===== src/rtl/rtc_pkg.sv =====
`default_nettype none
// +----------------------------------------------------------------------------+
// | Module   : rtc_pkg                                                         |
// | Brief    : Shared seven-segment codes, time limits and helpers for the RTC.|
// | Revision : 1.0                                                             |
// +----------------------------------------------------------------------------+
package rtc_pkg;

  // Segment order a..g in bits 6..0; 1 = lit.
  localparam logic [6:0] SEG_0     = 7'h7E;
  localparam logic [6:0] SEG_1     = 7'h30;
  localparam logic [6:0] SEG_2     = 7'h6D;
  localparam logic [6:0] SEG_3     = 7'h79;
  localparam logic [6:0] SEG_4     = 7'h33;
  localparam logic [6:0] SEG_5     = 7'h5B;
  localparam logic [6:0] SEG_6     = 7'h5F;
  localparam logic [6:0] SEG_7     = 7'h70;
  localparam logic [6:0] SEG_8     = 7'h7F;
  localparam logic [6:0] SEG_9     = 7'h7B;
  localparam logic [6:0] SEG_BLANK = 7'h00;

  localparam int unsigned SEC_MAX  = 59;
  localparam int unsigned MIN_MAX  = 59;
  localparam int unsigned HOUR_MAX = 23;
  localparam int unsigned HOUR12   = 12;

  typedef struct packed {
    logic [4:0] hour;
    logic [2:0] min_m;
    logic [3:0] min_l;
    logic [2:0] sec_m;
    logic [3:0] sec_l;
  } rtc_time_t;

  // True when a tens/units BCD pair equals the given decimal limit.
  function automatic logic bcd_at(input logic [2:0] tens, input logic [3:0] units,
                                  input int unsigned limit);
    return ({29'd0, tens} * 32'd10 + {28'd0, units}) == limit;
  endfunction

endpackage
`default_nettype wire


===== src/rtl/bcd_to_7seg.sv =====
`default_nettype none
// +----------------------------------------------------------------------------+
// | Module   : bcd_to_7seg                                                     |
// | Brief    : BCD digit to seven-segment code; inverted when                  |
// |            RTC_SEG_ACTIVE_LOW_EN is defined (common-anode displays).       |
// | Revision : 1.0                                                             |
// +----------------------------------------------------------------------------+
module bcd_to_7seg
  import rtc_pkg::*;
(
  input  logic [3:0] digit_i,
  output logic [6:0] seg_o
);

  logic [6:0] w_seg;

  always_comb begin
    w_seg = SEG_BLANK;
    case (digit_i)
      4'd0:    w_seg = SEG_0;
      4'd1:    w_seg = SEG_1;
      4'd2:    w_seg = SEG_2;
      4'd3:    w_seg = SEG_3;
      4'd4:    w_seg = SEG_4;
      4'd5:    w_seg = SEG_5;
      4'd6:    w_seg = SEG_6;
      4'd7:    w_seg = SEG_7;
      4'd8:    w_seg = SEG_8;
      4'd9:    w_seg = SEG_9;
      default: w_seg = SEG_BLANK;
    endcase
  end

`ifdef RTC_SEG_ACTIVE_LOW_EN
  assign seg_o = ~w_seg;
`else
  assign seg_o = w_seg;
`endif

endmodule
`default_nettype wire


===== src/rtl/real_time_digital_clock.sv =====
`default_nettype none
// +----------------------------------------------------------------------------+
// | Module   : real_time_digital_clock                                         |
// | Brief    : 1 Hz HH:MM:SS counter with 12/24-hour seven-segment display.    |
// |            Optional macro RTC_SEG_ACTIVE_LOW_EN inverts all segment codes. |
// | Revision : 1.0                                                             |
// +----------------------------------------------------------------------------+
module real_time_digital_clock
  import rtc_pkg::*;
(
  input  logic       CLK,
  input  logic       RST,
  input  logic       format_ctrl,
  output logic [6:0] HRM,
  output logic [6:0] HRL,
  output logic [6:0] MIN_M,
  output logic [6:0] MIN_L,
  output logic [6:0] SEC_M,
  output logic [6:0] SEC_L
);

  rtc_time_t time_q, time_d;
  logic      w_sec_max, w_min_max, w_hour_max;

  assign w_sec_max  = bcd_at(time_q.sec_m, time_q.sec_l, SEC_MAX);
  assign w_min_max  = bcd_at(time_q.min_m, time_q.min_l, MIN_MAX);
  assign w_hour_max = ({27'd0, time_q.hour} == HOUR_MAX);

  always_comb begin
    time_d = time_q;
    if (w_sec_max) begin
      time_d.sec_l = 4'd0;
      time_d.sec_m = 3'd0;
    end else if (time_q.sec_l == 4'd9) begin
      time_d.sec_l = 4'd0;
      time_d.sec_m = time_q.sec_m + 3'd1;
    end else begin
      time_d.sec_l = time_q.sec_l + 4'd1;
    end

    // Minutes advance in the same edge that seconds roll over.
    if (w_sec_max) begin
      if (w_min_max) begin
        time_d.min_l = 4'd0;
        time_d.min_m = 3'd0;
        time_d.hour  = w_hour_max ? 5'd0 : time_q.hour + 5'd1;
      end else if (time_q.min_l == 4'd9) begin
        time_d.min_l = 4'd0;
        time_d.min_m = time_q.min_m + 3'd1;
      end else begin
        time_d.min_l = time_q.min_l + 4'd1;
      end
    end
  end

  always_ff @(posedge CLK or posedge RST) begin
    if (RST) time_q <= '0;
    else     time_q <= time_d;
  end

  // Display hour; the stored count always stays in 24-hour form.
  logic [4:0] w_hour_disp;
  logic [3:0] w_hr_tens, w_hr_units;

  always_comb begin
    w_hour_disp = time_q.hour;
    if (!format_ctrl) begin
      if (time_q.hour == 5'd0)              w_hour_disp = 5'(HOUR12);
      else if (time_q.hour > 5'(HOUR12))    w_hour_disp = time_q.hour - 5'(HOUR12);
    end
    w_hr_tens  = 4'd0;
    w_hr_units = w_hour_disp[3:0];
    if (w_hour_disp >= 5'd20) begin
      w_hr_tens  = 4'd2;
      w_hr_units = 4'(w_hour_disp - 5'd20);
    end else if (w_hour_disp >= 5'd10) begin
      w_hr_tens  = 4'd1;
      w_hr_units = 4'(w_hour_disp - 5'd10);
    end
  end

  logic [3:0] w_digit [6];
  logic [6:0] w_seg   [6];

  assign w_digit[0] = w_hr_tens;
  assign w_digit[1] = w_hr_units;
  assign w_digit[2] = {1'b0, time_q.min_m};
  assign w_digit[3] = time_q.min_l;
  assign w_digit[4] = {1'b0, time_q.sec_m};
  assign w_digit[5] = time_q.sec_l;

  for (genvar gi = 0; gi < 6; gi++) begin : g_seg
    bcd_to_7seg u_dec (
      .digit_i (w_digit[gi]),
      .seg_o   (w_seg[gi])
    );
  end

  assign HRM   = w_seg[0];
  assign HRL   = w_seg[1];
  assign MIN_M = w_seg[2];
  assign MIN_L = w_seg[3];
  assign SEC_M = w_seg[4];
  assign SEC_L = w_seg[5];

endmodule
`default_nettype wire


===== config.mk =====
export PLATFORM = sky130hd
export DESIGN_NAME = real_time_digital_clock
export DESIGN_NICKNAME = d
export VERILOG_FILES = /design/src/rtl/rtc_pkg.sv /design/src/rtl/bcd_to_7seg.sv /design/src/rtl/real_time_digital_clock.sv
export SDC_FILE = /design/constraint.sdc
export NUM_CORES = 1
export LEC_CHECK = 0
export ABC_AREA = 1
export CAP_MARGIN = 20
export CORE_AREA = 2 2 103 85
export DETAILED_ROUTE_END_ITERATION = 10
export DIE_AREA = 0 0 105 87
export DONT_BUFFER_PORTS = 1
export HOLD_SLACK_MARGIN = 0.1
export PLACE_DENSITY = 0.62
export SYNTH_ARGS = -nofsm -noshare
export SYNTH_HDL_FRONTEND = slang
export SYNTH_HIERARCHICAL = 1
export SYNTH_SLANG_ARGS = --single-unit

===== constraint.sdc =====
create_clock -name CLK -period 5.25 [get_ports CLK]
set_input_delay 0.2625 -clock CLK [delete_from_list [all_inputs] [get_ports CLK]]
set_output_delay 0.2625 -clock CLK [all_outputs]
set_load 0.05 [all_outputs]

==> results.cfg, run 1 <==
[drt]
drt_iter0_markers = 105
first_pass_iters = 6
drc = 0
ant_nets = 0
vias_per_cell = 4.449
vias = 2518
routedWlPerCell_um = 9.454
wl_mm = 5.351

[sta]
skew_ns = 0.004069
period_share_pct = 68.11
drv_slew = 0
hold_ws_ns = 0.5611
relSlewSlack_pct = 52.28
rsz0062_at_grt = no
worst_pin_slew_ns = 0.7151
setup_violations = 0
fmax_ghz = 0.2797
finalSetupTns_ns = 0
postLayoutSetupSlackWorst_ns = 1.674
fin_crit_ns = 3.576
hold_viol_final = 0

[place]
place.gp.congestion = 0.8325
hpwlAfterDp_mm = 4.436
portBuffers = 0
dp_cells = 561
dp_slack_ns = 1.942

[setup_path]
crit_required_ns = 4.99
worstSetupPathType = flip-flop to output pin
worstPathCellList = inv_1, ha_1, nand2_1, nor3_2, inv_1, nand3_2, inv_2, ha_1, nand2_1, nor2_1, nor2_2, nand2_1, nand2_2, nand3_1, nand2_1, inv_1, ha_1, nand2_1, nand2_1, nand2_1, nand2_1
r2r_slack_ns = 2.96
crit_top_cell = nand2_1
max_stage_delay_ns = 0.41
worstPathMaxFanout = 5
critPathBufInv = 4
cp-start-kind = flip-flop
end_kind = output pin
cp_top_family = simple AND/OR/NAND/NOR gates
worstPathArrival_ns = 3.31
cp_slowest_cell = dfrtp_1

[layout]
top_register = time_q
syn2layout_area_growth_pct = 7.877
most-common-layout-cells = 177 x nand2_1, 64 x inv_1, 60 x ha_1
fin_util_pct = 38.53
diodes = 0
drive_above_1_share_pct = 11.67
largestRegisters = time_q: 19 flops
num-nets-final = 520
instances_no_fill = 566
largest_reg_flops = 19
final_common_cell = nand2_1

[yosys]
ys_top_cells_by_area = ha_1 26%, nand2_1 23%, dfrtp_1 16%, inv_1 8.2%, nand3_1 3.8%
ys_seq_elements = 19
syn_area_sq_um = 2923
yosysSeqAreaShare_pct = 16.27
synth_top_area_share_pct = 25.68
syn_avg_cell_area_sq_um = 6.643
ys_warn_count = 6
synth_area_leader_cell = ha_1
syn_inst = 440
synth_cell_types = 29

[worst_hold_path]
hold_path_class = input port to async pin

[power_and_ir_drop]
power_density_nw_per_um2 = 107.7
p_seq_share_pct = 43.1
comb_power_share_pct = 27.0
power_frac_clock_pct = 29.9
internal-power_w = 0.0002126
p_leak_nw = 1.769
swShare_pct = 37.38
peakVddDrop_mv = 0.05176
p_sw_w = 0.0001269

[global_routing]
grt_pass1_wl_mm = 9.715
grt_pass1_vias = 2268
track_usage_pct = 12.31
grt.overflow.total = 0
antenna_found_initial = 0
grt_max_degree = 20

[die]
die_h_um = 87
start_util_pct = 35.72
die_w_um = 105
core_area_sq_um = 8183
io_pins = 45
dieArea_sq_um = 9135
row_count = 30

[job]
cap_violations = 0

[clocking]
htree_levels = 1
clk_pin_slew_ns = 0.07
cts_root_buf = clkbuf_8
cts.sinks = 19
cts_buffers = 3
clk_latency_ns = 0.26
clk_path_buf_depth = 2
cts_tree = done

[run_status]
status = finished, final reports clean
-- final timing paths --
check                      startpoint    endpoint  cells after the start
max                        time_q[15]      HRL[3]                     21
min                               RST   time_q[4]                      2
max reg2reg                 time_q[8]  time_q[16]                      9
min reg2reg                 time_q[0]   time_q[0]                      1
max in group asynchronous         RST  time_q[16]                      2
min in group CLK            time_q[0]   time_q[0]                      1
-- metrics by stage --
stage	power, W	area [sq um]
floorplan	0.0002338	2957
global placement	0.0002392	3097
detailed placement	0.0002403	3097
CTS	0.0003456	3153
global route	0.0003577	3153
finish	0.0003395	3153
-- area by class of cell --
| type | count | area (sq um) |
|---|---|---|
| well taps | 112 | 140.1 |
| inverters | 79 | 299.0 |
| flip-flops and latches | 19 | 475.5 |
| fillers | 884 | 5030 |
| clock inverters | 1 | 5.005 |
| multi-input cells | 351 | 2182 |
| repair buffers | 1 | 10.01 |
| clock buffers | 3 | 41.29 |
-- cell usage after synthesis --
library cell    n
nor2_1          8
o21ai_1         1
nand3_2         8
ha_1           60
inv_1          64
or2_1           4
nand4_1         5
inv_2          14
nand3_4         3
nor2_4          1
o21ai_0        11
a21oi_1         3
a21o_1          1
nor3_2          2
conb_1          1
fa_1            2
nor4_2          1
o211ai_1        2
nor2_2          1
nand2_1       177
xor2_1          9
nand2_2        16
o2111ai_1       1
or2_2           1
inv_4           1
nand2_4         1
nand3b_1        1
nand3_1        22
dfrtp_1        19
-- per-layer routing --
| metal | up-vias | wire length (um) | track usage, % |
|---|---|---|---|
| li1 | 1362 | - | - |
| met2 | 31 | 2451 | 21.55 |
| met5 | - | 0 | 0 |
| met3 | 2 | 172 | 2.693 |
| met1 | 1123 | 2710 | 15.89 |
| met4 | 0 | 17 | 2.061 |
-- logic make-up after synthesis --
kind of cell               synth area share [%]
AOI/OAI and AO/OA                         3.638
xor gates and xnor gates                  2.697
adders and majority gates                 27.05
buffers and inverters                     10.23
DFF                                       16.27
other                                    0.1283
and+or+nand+nor                           39.98
-- power by group through the flow --
stage	clock network (W)	logic (W)	registers (W)
2_1_floorplan	0	0.0000847	0.000149
3_3_place_gp	0	0.0000901	0.000149
3_5_place_dp	0	0.0000912	0.000149
4_1_cts	0.000107	0.0000919	0.000146
5_1_grt	0.000111	0.000101	0.000146
6_report	0.000101	0.0000917	0.000146
-- repair_timing --
item                      CTS  global route
buffers inserted            0             0
hold endpoints to repair   19             0
gates resized for setup     0             0
hold buffers                1             0
No activity file was read; power rests on OpenSTA's default activity.
==> run 2, diff against run 1 <==
Settings changed: ABC_AREA 1 to 0, CORE_AREA 2 2 103 85 to 2 2 105 87, DIE_AREA 0 0 105 87 to 0 0 107 89.
Clock period 5.25 ns to 3.3 ns, I/O delays scaled along.
==> run 2 against run 1 <==
Effect of this change:
- routed wire length rose by 26%
- the run now ends with setup timing left
- synthesized area rose by 4.8%
- sequential share of layout area is 2.7 points lower
- critical path depth shrank 5
- critical path type unchanged
- final cell count shrank 9.0%
- combinational power increased by 110%
==> results.cfg, run 2 <==
[run_status]
status = complete, but fails checks
violations = setup timing

[yosys]
async_reset_ff_share_pct = 100.0
synth_top_area_share_pct = 24.51
ys_seq_elements = 19
synth_area_leader_cell = ha_1
syn_inst = 356
ys_top_cells_by_area = ha_1 25%, dfrtp_1 16%, o22ai_1 5.5%, inv_1 4.8%, buf_6 4.4%
ys_warn_count = 6
ys_dominant_reg_cell = dfrtp_1
synth_common_cells = 60 x ha_1, 39 x inv_1, 27 x o22ai_1, 21 x a21oi_1, 21 x nor2_1
syn_avg_cell_area_sq_um = 8.604
syn_area_sq_um = 3063
synth.most_common_cell = ha_1
synth_cell_types = 60
yosysSeqAreaShare_pct = 15.52
synth_edf_count = 0

[drt]
top_layer = met4
ant_nets = 0
vias_per_cell = 5.070
routedWlPerCell_um = 13.09
drt_iter0_markers = 102
drc = 0
first_pass_iters = 4
vias = 2611
wl_met3_um = 205
wl_mm = 6.742
wirelength_met1_mm = 3.255
wl_met2_mm = 3.214

[place]
portBuffers = 0
dp_slack_ns = 0.05859
hpwlAfterDp_mm = 4.818
place.gp.congestion = 0.7780

[setup_path]
worstPathCellList = buf_12, ha_4, a21boi_4, o311ai_4, nor2_4, inv_2, ha_4, nor2b_4, nor3_4, a2bb2oi_1, o211ai_1, inv_2, ha_1, a21oi_2, o22ai_2, buf_6
cp_top_family = compound AO/OA/AOI/OAI gates
reg2reg_depth = 8
cp-start-kind = flip-flop
critPathBufInv = 4
worstSetupPathType = flip-flop to output pin
crit_required_ns = 3.13
r2r_slack_ns = 0.63
r2r_start = time_q[8]
worstPathArrival_ns = 3.15
max_stage_delay_ns = 0.45
worstReg2RegEnd = time_q[16]
worstPathMaxFanout = 5
cp_slowest_cell = dfrtp_2
end_kind = output pin

[global_routing]
antenna_found_initial = 0
grt_pass1_wl_mm = 10.71
grt_pass1_vias = 2366
grt_max_degree = 20
grt.overflow.total = 0
track_usage_pct = 13.42

[sta]
drv_slew = 0
skew_ns = 0.005520
setup_violations = 1
worst_pin_slew_ns = 1.478
fin_crit_ns = 3.310
finalSetupTns_ns = -0.01004
hold_viol_final = 0
period_share_pct = 100.3
fmax_ghz = 0.3021
rsz0062_at_grt = yes
postLayoutSetupSlackWorst_ns = -0.01004
relSlewSlack_pct = 0.4167

[power_and_ir_drop]
p_leak_nw = 1.738
swShare_pct = 33.67
power_frac_clock_pct = 28.3
p_seq_share_pct = 39.5
p_sw_w = 0.0001984
peakVddDrop_mv = 0.1810
internal-power_w = 0.0003909
comb_power_share_pct = 32.2
power_density_nw_per_um2 = 152.3

[layout]
num-nets-final = 469
diodes = 0
fin_util_pct = 46.22
top_register = time_q
drive_above_1_share_pct = 32.01
final_common_cell = ha_1
largest_reg_flops = 19
most-common-layout-cells = 53 x ha_1, 43 x buf_4, 34 x inv_1
syn2layout_area_growth_pct = 26.31
nFillCells = 811
largestRegisters = time_q: 19 flops

[die]
row_count = 30
die_h_um = 89
dieArea_sq_um = 9523
die_w_um = 107
start_util_pct = 36.59
io_pins = 45
core_area_sq_um = 8371

[clocking]
htree_levels = 1
clk_pin_slew_ns = 0.08
cts_root_buf = clkbuf_8
clk_latency_ns = 0.26
cts_buffers = 3
cts_tree = done
clk_path_buf_depth = 2
cts.sinks = 19

[worst_hold_path]
hold_path_class = input port to async pin

[job]
cap_violations = 0
run 2: cell count changes after synthesis, sizes merged, moves of 6 or more:
cell   delta
a21oi    +19
o21a      +6
buf      +14
a21o      +8
o21ai     +9
nand2   -176
inv      -33
o22ai    +28
xor2      -6
mux2i     +6
nand3    -20
nor2     +12
xnor2     +9
run 2: metal layers:
layer  global-route usage, %  vias up
met3                   1.239        4
li1                        -     1352
met1                   17.94     1220
met2                   23.34       35
met5                       0        -
met4                   3.896        0
run 2: worst reg2reg max path: stages (launching register included):
cell and delay, ns:
dfrtp_1 0.61, ha_1 0.25, inv_1 0.06, fa_1 0.37, xor2_1 0.18, nor3_2 0.23, and3_1 0.36, nand3_1 0.17
mux2_1 0.33
run 2: cells by family after synthesis:
kind of cell,count (synthesis),share of synthesized area (%)
other cells,1,0.1224
fa+ha+maj,62,25.82
buf+inv,61,10.58
compound gates,108,25.45
flops,19,15.52
mux,8,2.696
xor+xnor,12,3.432
simple gates,85,16.38
run 2: power by group through the flow:
stage	combinational, W	clock (W)	sequential (W)
3_3_place_gp	0.000166	0	0.000237
4_1_cts	0.000174	0.000170	0.000233
6_report	0.000190	0.000167	0.000233
2_1_floorplan	0.000130	0	0.000237
5_1_grt	0.000201	0.000179	0.000233
3_5_place_dp	0.000168	0	0.000237
run 2: repair_timing:
action,CTS,global route
buffers inserted,6,12
resized for setup,8,25
hold buffers,1,0
setup endpoints to repair,11,11
pin swaps,5,19
endpoints found under the hold margin,19,0
run 2: worst max-delay path by stage:
| stage | from | to | slack [ns] | cells past startpoint |
|---|---|---|---|---|
| floorplan | time_q[16] | HRL[3] | -0.09 | 15 |
| global placement | time_q[16] | HRL[3] | 0.22 | 15 |
| detailed placement | time_q[16] | HRL[5] | 0.06 | 13 |
| CTS | time_q[16] | HRM[3] | 0.006 | 14 |
| global route | time_q[16] | HRL[1] | -0.12 | 16 |
| finish | time_q[16] | HRL[1] | -0.01 | 16 |
run 2: stage by stage:
step / instances / hold slack (ns) / area, sq um / total power (W)
floorplan: 359 / 0.1161 / 3194 / 0.0003676
global placement: 492 / 0.2217 / 3527 / 0.0004030
detailed placement: 492 / 0.2371 / 3527 / 0.0004056
CTS: 503 / 0.5145 / 3666 / 0.0005763
global route: 515 / 0.5767 / 3869 / 0.0006128
finish: 515 / 0.5005 / 3869 / 0.0005894
run 2: final cells by class:
type                    instances  area [sq um]  share of cell area, %
well taps                     112         140.1                  3.622
inverters                      46         172.7                  4.463
repair buffers                 55         518.0                  13.39
flip-flops and latches         19         478.0                  12.35
multi-input cells             279          2515                  65.01
clock buffers                   4         45.04                  1.164
